<file path="config.mk">
export PLATFORM = sky130hd
export DESIGN_NAME = if_id_stage
export DESIGN_NICKNAME = d
export VERILOG_FILES = /design/src/rtl/if_id_stage.sv
export SDC_FILE = /design/constraint.sdc
export NUM_CORES = 1
export LEC_CHECK = 0
export BUFFER_PORTS_ARGS = -buffer_cell sky130_fd_sc_hd__buf_2
export CAP_MARGIN = 10
export CORE_UTILIZATION = 30
export DETAILED_ROUTE_END_ITERATION = 10
export PLACE_DENSITY = 0.6
export RECOVER_POWER = 50
export SETUP_SLACK_MARGIN = 0.1
export SLEW_MARGIN = 20
export SYNTH_ARGS = -nofsm -noshare
export SYNTH_HDL_FRONTEND = slang
export SYNTH_SLANG_ARGS = --single-unit
</file>
<file path="constraint.sdc">
create_clock -name clk -period 6.9 [get_ports clk]
set_input_delay 1.38 -clock clk [delete_from_list [all_inputs] [get_ports clk]]
set_output_delay 1.38 -clock clk [all_outputs]
set_load 0.03 [all_outputs]
</file>
<file path="src/rtl/if_id_stage.sv">
// Fetch and F/D pipeline register for the RV32I 5-stage core.
// Owns the PC, drives instruction-memory requests, registers the fetched
// instruction into D, and decodes the packed control word and immediate.
// Optional build macro IF_ID_PERF_CNT_EN adds stall/flush performance counters.
module if_id_stage #(
  parameter logic [31:0] RESET_PC = 32'h0000_0000,
  parameter logic [31:0] NOP_INST = 32'h0000_0013
) (
  input  logic        clk,
  input  logic        rst,
  input  logic        stall,
  input  logic        next_pc_sel,
  input  logic [31:0] jb_target,
  output logic        im_req,
  output logic [31:0] im_addr,
  input  logic [31:0] im_rdata,
  input  logic        im_ready,
  output logic [23:0] D_out,
  output logic [31:0] D_inst,
  output logic [31:0] D_pc,
  output logic [31:0] D_imm,
  output logic        D_valid
`ifdef IF_ID_PERF_CNT_EN
  ,
  output logic [31:0] perf_stall_cnt,
  output logic [31:0] perf_flush_cnt
`endif
);

  // What the F/D registers do at the coming edge, in priority order.
  typedef enum logic [1:0] {
    ACT_REDIRECT,
    ACT_HOLD,
    ACT_FETCH,
    ACT_WAIT
  } act_e;

  logic [31:0] pc_q;
  logic [31:0] d_inst_q;
  logic [31:0] d_pc_q;
  logic        d_valid_q;
  logic [31:0] inst_eff;
  act_e        act;

  // Pick this cycle's action: a redirect beats a stall, a stall beats a wait state.
  always_comb begin
    // NOTE: every always_comb output gets a default first so no latch is inferred.
    act = ACT_FETCH;
    if (!next_pc_sel)    act = ACT_REDIRECT;
    else if (stall)      act = ACT_HOLD;
    else if (!im_ready)  act = ACT_WAIT;
  end

  // PC and F/D register update.
  always_ff @(posedge clk or posedge rst) begin
    if (rst) begin
      pc_q      <= RESET_PC;
      d_inst_q  <= NOP_INST;
      d_pc_q    <= 32'h0;
      d_valid_q <= 1'b0;
    end else begin
      // NOTE: sequential state uses non-blocking assignments so every register samples pre-edge values.
      case (act)
        ACT_REDIRECT: begin
          pc_q      <= jb_target & 32'hFFFF_FFFC;
          d_inst_q  <= NOP_INST;
          d_valid_q <= 1'b0;
        end
        ACT_FETCH: begin
          d_inst_q  <= im_rdata;
          d_pc_q    <= pc_q;
          d_valid_q <= 1'b1;
          pc_q      <= pc_q + 32'd4;  // wraps naturally modulo 2^32
        end
        ACT_WAIT: begin
          d_inst_q  <= NOP_INST;
          d_valid_q <= 1'b0;
        end
        default: ;  // ACT_HOLD: everything keeps its value
      endcase
    end
  end

  // While E redirects, the wrong-path instruction in D is presented as a bubble.
  always_comb begin
    inst_eff = next_pc_sel ? d_inst_q : NOP_INST;
  end

  // Pack the control word consumed by the pipeline controller.
  always_comb begin
    D_out = {inst_eff[30], inst_eff[24:20], inst_eff[19:15],
             inst_eff[14:12], inst_eff[11:7], inst_eff[6:2]};
  end

  // Immediate generation keyed on the opcode bits inst[6:2].
  always_comb begin
    D_imm = 32'h0;
    case (inst_eff[6:2])
      5'b00100, 5'b00000, 5'b11001:
        D_imm = {{20{inst_eff[31]}}, inst_eff[31:20]};
      5'b01000:
        D_imm = {{20{inst_eff[31]}}, inst_eff[31:25], inst_eff[11:7]};
      5'b11000:
        D_imm = {{19{inst_eff[31]}}, inst_eff[31], inst_eff[7],
                 inst_eff[30:25], inst_eff[11:8], 1'b0};
      5'b01101, 5'b00101:
        D_imm = {inst_eff[31:12], 12'h000};
      5'b11011:
        D_imm = {{11{inst_eff[31]}}, inst_eff[31], inst_eff[19:12],
                 inst_eff[20], inst_eff[30:21], 1'b0};
      default: D_imm = 32'h0;
    endcase
  end

  assign im_addr = pc_q;
  assign im_req  = ~stall & next_pc_sel;
  assign D_inst  = inst_eff;
  assign D_pc    = d_pc_q;
  assign D_valid = d_valid_q;

`ifdef IF_ID_PERF_CNT_EN
  // Saturating counters: stalled/waiting edges and redirect edges.
  always_ff @(posedge clk or posedge rst) begin
    if (rst) begin
      perf_stall_cnt <= 32'h0;
      perf_flush_cnt <= 32'h0;
    end else begin
      if ((act == ACT_HOLD || act == ACT_WAIT) && perf_stall_cnt != 32'hFFFF_FFFF)
        perf_stall_cnt <= perf_stall_cnt + 32'd1;
      if (act == ACT_REDIRECT && perf_flush_cnt != 32'hFFFF_FFFF)
        perf_flush_cnt <= perf_flush_cnt + 32'd1;
    end
  end
`endif

endmodule
</file>
==> summary.txt <==
Outcome
  – Run status: finished with violations
  – Failing checks: capacitance limit, slew limit

Critical path
  – Crit-path slowest cell: inv_1
  – CP dominant cell by count: buf_4
  – Delay-heaviest family, CP: buffers and inverters
  – Critical Path, Cell by Cell: buf_2, inv_1, buf_4, nor2_1, buf_4, inv_1, ha_2, buf_4, a21oi_1, a311oi_1, a311oi_1
  – Critical path required time: approximately 7.1 ns
  – Worst Setup Start Kind: primary input
  – Slowest stage delay, CP: 0.65 ns
  – Capturing point of the worst reg2reg path: im_addr[22]$_DFFE_PP0P_
  – R2R Setup Slk: 4.53 ns
  – Crit path DAT: between 4 and 5 ns
  – RR Startpoint: im_addr[2]$_DFFE_PP0P_
  – Crit Path Max Fanout: 62
  – CP Capture Type: register
  – WS Path Type: in2reg
  – Reg2Reg Depth: 5
  – WP buf/inv: 6

Placed design
  – Cell Area, Placed: 0.00648 mm2
  – PortBufs: roughly 220
  – Placed insts: 1,005
  – Dpl hpwl: 11,600 um
  – GPL Wtd Cong: 0.770

CTS
  – Clock sink count: 93
  – CTS root buf: clkbuf_16
  – Clock Latency Late Sink: 0.35 ns
  – Cts hold-fix bufs: 0
  – CTS tree: yes
  – Clock Path Buffers: 2
  – Clock transition at path regs: approximately 0.07 ns
  – Setup bufs post-CTS: 0
  – Resize count post-CTS: 0
  – CTS Buf Count: 9
  – Htree depth: 3

STA
  – Setup TNS: 0 ns
  – RSZ-0062 raised after global routing: no
  – Tmin final: 4.70 ns
  – Final setup skew: 0.00909 ns
  – Hold_ws: 0.479 ns
  – Actual slew at the worst max-slew pin: 1.58 ns
  – Final setup vio count: 0
  – Max frequency: 213 MHz
  – Max_slew headroom: -5.67%
  – Final Hold Viols: 0
  – Slew Limit Fails: 35
  – Period utilisation layout: 68.2%

Synthesis
  – Register area share after synthesis: 43.2%
  – Yosys warnings: 0
  – Synth area leaders: dfrtp_1 42%, o21ai_0 6.7%, nand2_1 4.6%
  – Yosys top cell area share: 41.8%
  – Simple logic cell fraction of the synthesized area: roughly a quarter
  – Synth Flop Type: dfrtp_1
  – Number of synthesized flops with an enable pin: 0
  – Asr flop ratio synth: 100%
  – Post-synthesis xor/xnor area fraction: 0%
  – Distinct cell type count after synthesis: 57
  – Synth Area per Inst: approximately 8.7 um2
  – Synth Area in Compound Gates: 18.5%
  – Synth Register Bits: a little over 90
  – Post-Synthesis Cells: 621
  – Cell area after synthesis: 0.00539 mm2
  – Synth area leader: dfrtp_1
  – Mux cell area share after synthesis: 5.69%
  – Post-Synth Adder-Cell Area: less than 1%
  – Largest family of logic cells by synthesized area: simple AND/OR/NAND/NOR gates

Floorplan
  – Core area: between 0.015 and 0.02 mm2
  – Num ports: between 200 and 250
  – Starting Density: 30.9%
  – DIE AREA: 0.0185 mm2
  – Die Wd: 136 um
  – Die Span Y: between 100 and 150 um
  – Row cnt: between 40 and 50

Drt
  – Post-DR vias/cell: 5.07
  – Vias: 5,162
  – Starting DRT DRC Count: 283
  – Pre-antenna DRT Iters: 5
  – Final antenna-violating net count: 0
  – DR WL/cell: 16.5 um
  – Routed wire length: 16,800 um
  – Remaining DRCs: 0

Final layout
  – Share of layout cells above drive strength 1: 25.3%
  – Synthesis-to-layout area growth: 23.5%
  – Nets@finish: ~860
  – Commonest non-fill, non-tap cell in the layout: buf_2
  – Fin cells: 1,019
  – Ant diodes: 0
  – Final instance area: approximately 0.0067 mm2
  – Commonest cells after routing, fill and taps aside: 144 x buf_2, 90 x dfrtp_1, 73 x clkbuf_1, 72 x o21ai_0, 66 x nand2_1

Job
  – Max Cap Violations: 1

Global route
  – Antenna violations before repair: 0
  – Total GRT Usage: about 18%
  – First-pass GRT wire length: 26,400 um
  – Largest net degree at the start of global routing: 67
  – Vias in the first global route: 4,894
  – Grt ovf: 0

Hold path
  – Hold depth: 2
  – Worst hold endpoint: d_inst_q[25]$_DFFE_PP0P_
  – Hold path start: d_inst_q[25]$_DFFE_PP0P_
  – Worst min path class: reg2reg

Pwr
  – Peak VDD IR: roughly 0.00013 V
  – Pleak: 0.00315 uW
  – Total power: 1730 uW
  – PD cells: ~260 mW/mm2
==> flip-flops by register name (all words and copies together), names as in the netlist <==
| name | count |
|---|---|
| d_inst_q | 32 |
| im_addr | 30 |
| D_pc | 30 |
| D_valid | 1 |
==> where the power goes <==
group	switching (uW)	internal [uW]
sequential	88.4	632
combinational	375	156
clock	222	251
==> layer usage <==
metal | part of all wire, % | GRT usage [%]
met3 | 6.1 | 3.88
met1 | 44 | 23.2
met2 | 48 | 31.1
met5 | 0 | 0
met4 | 1.3 | 5.86
==> cell type report <==
type                    instances  area, um2
multi-input cells             435       2610
well taps                     225        282
repair buffers                226       1070
fillers                      1851      10800
inverters                      26       98.8
clock buffers                  11        243
flip-flops and latches         93       2330
clock inverters                 3       23.8
==> per-stage QoR <==
step | worst slack [ns] | util [%]
detailed placement | 1.80 | 37.2
CTS | 2.16 | 38.7
global placement | 1.83 | 37.2
finish | 2.20 | 38.2
global route | 1.84 | 38.2
floorplan | 2.50 | -
==> how the worst max path moves through the flow <==
| stage | slack [ns] | to | cells past startpoint | start |
|---|---|---|---|---|
| after global placement | 1.83 | im_addr[22]$_DFFE_PP0P_ | 11 | next_pc_sel |
| after detailed placement | 1.80 | im_addr[22]$_DFFE_PP0P_ | 11 | next_pc_sel |
| after floorplan | 2.50 | D_imm[20] | 6 | next_pc_sel |
| final | 2.20 | im_addr[22]$_DFFE_PP0P_ | 11 | next_pc_sel |
| after global routing | 1.84 | im_addr[22]$_DFFE_PP0P_ | 11 | next_pc_sel |
| after CTS | 2.16 | im_addr[22]$_DFFE_PP0P_ | 11 | next_pc_sel |
==> synthesized netlist by cell type, drive strengths merged (2+ instances only) <==
cell type / count
mux2: 21
o21ai: 72
clkbuf: 36
a311oi: 6
nand4b: 3
o211ai: 5
nor3: 5
or4: 6
ha: 2
a2111oi: 2
and2: 20
a211oi: 5
a41oi: 3
and4: 3
buf: 34
a31oi: 9
nor2b: 2
nand2: 66
nor4: 5
inv: 26
a31o: 2
or3: 2
mux2i: 7
nor2: 40
and3: 13
nand3: 16
o22ai: 2
dfrtp: 90
dfstp: 3
a21o: 10
nand2b: 38
a21oi: 19
a22oi: 12
nand4: 17
==> tightest hold or removal path, stage by stage (launching register included) <==
cell and delay [ns]:
dfrtp_1 0.34, nand2_1 0.04, o21ai_0 0.06
==> kinds of logic (layout without fill, tap and decap cells) <==
logic type      count (synthesis)  after routing
compound gates                160            160
fa+ha+maj                       2              2
buf+inv                        96            266
flops                          93             93
mux                            28             28
other cells                     1              4
simple gates                  241            241
No activity file was read; power rests on OpenSTA's default activity.
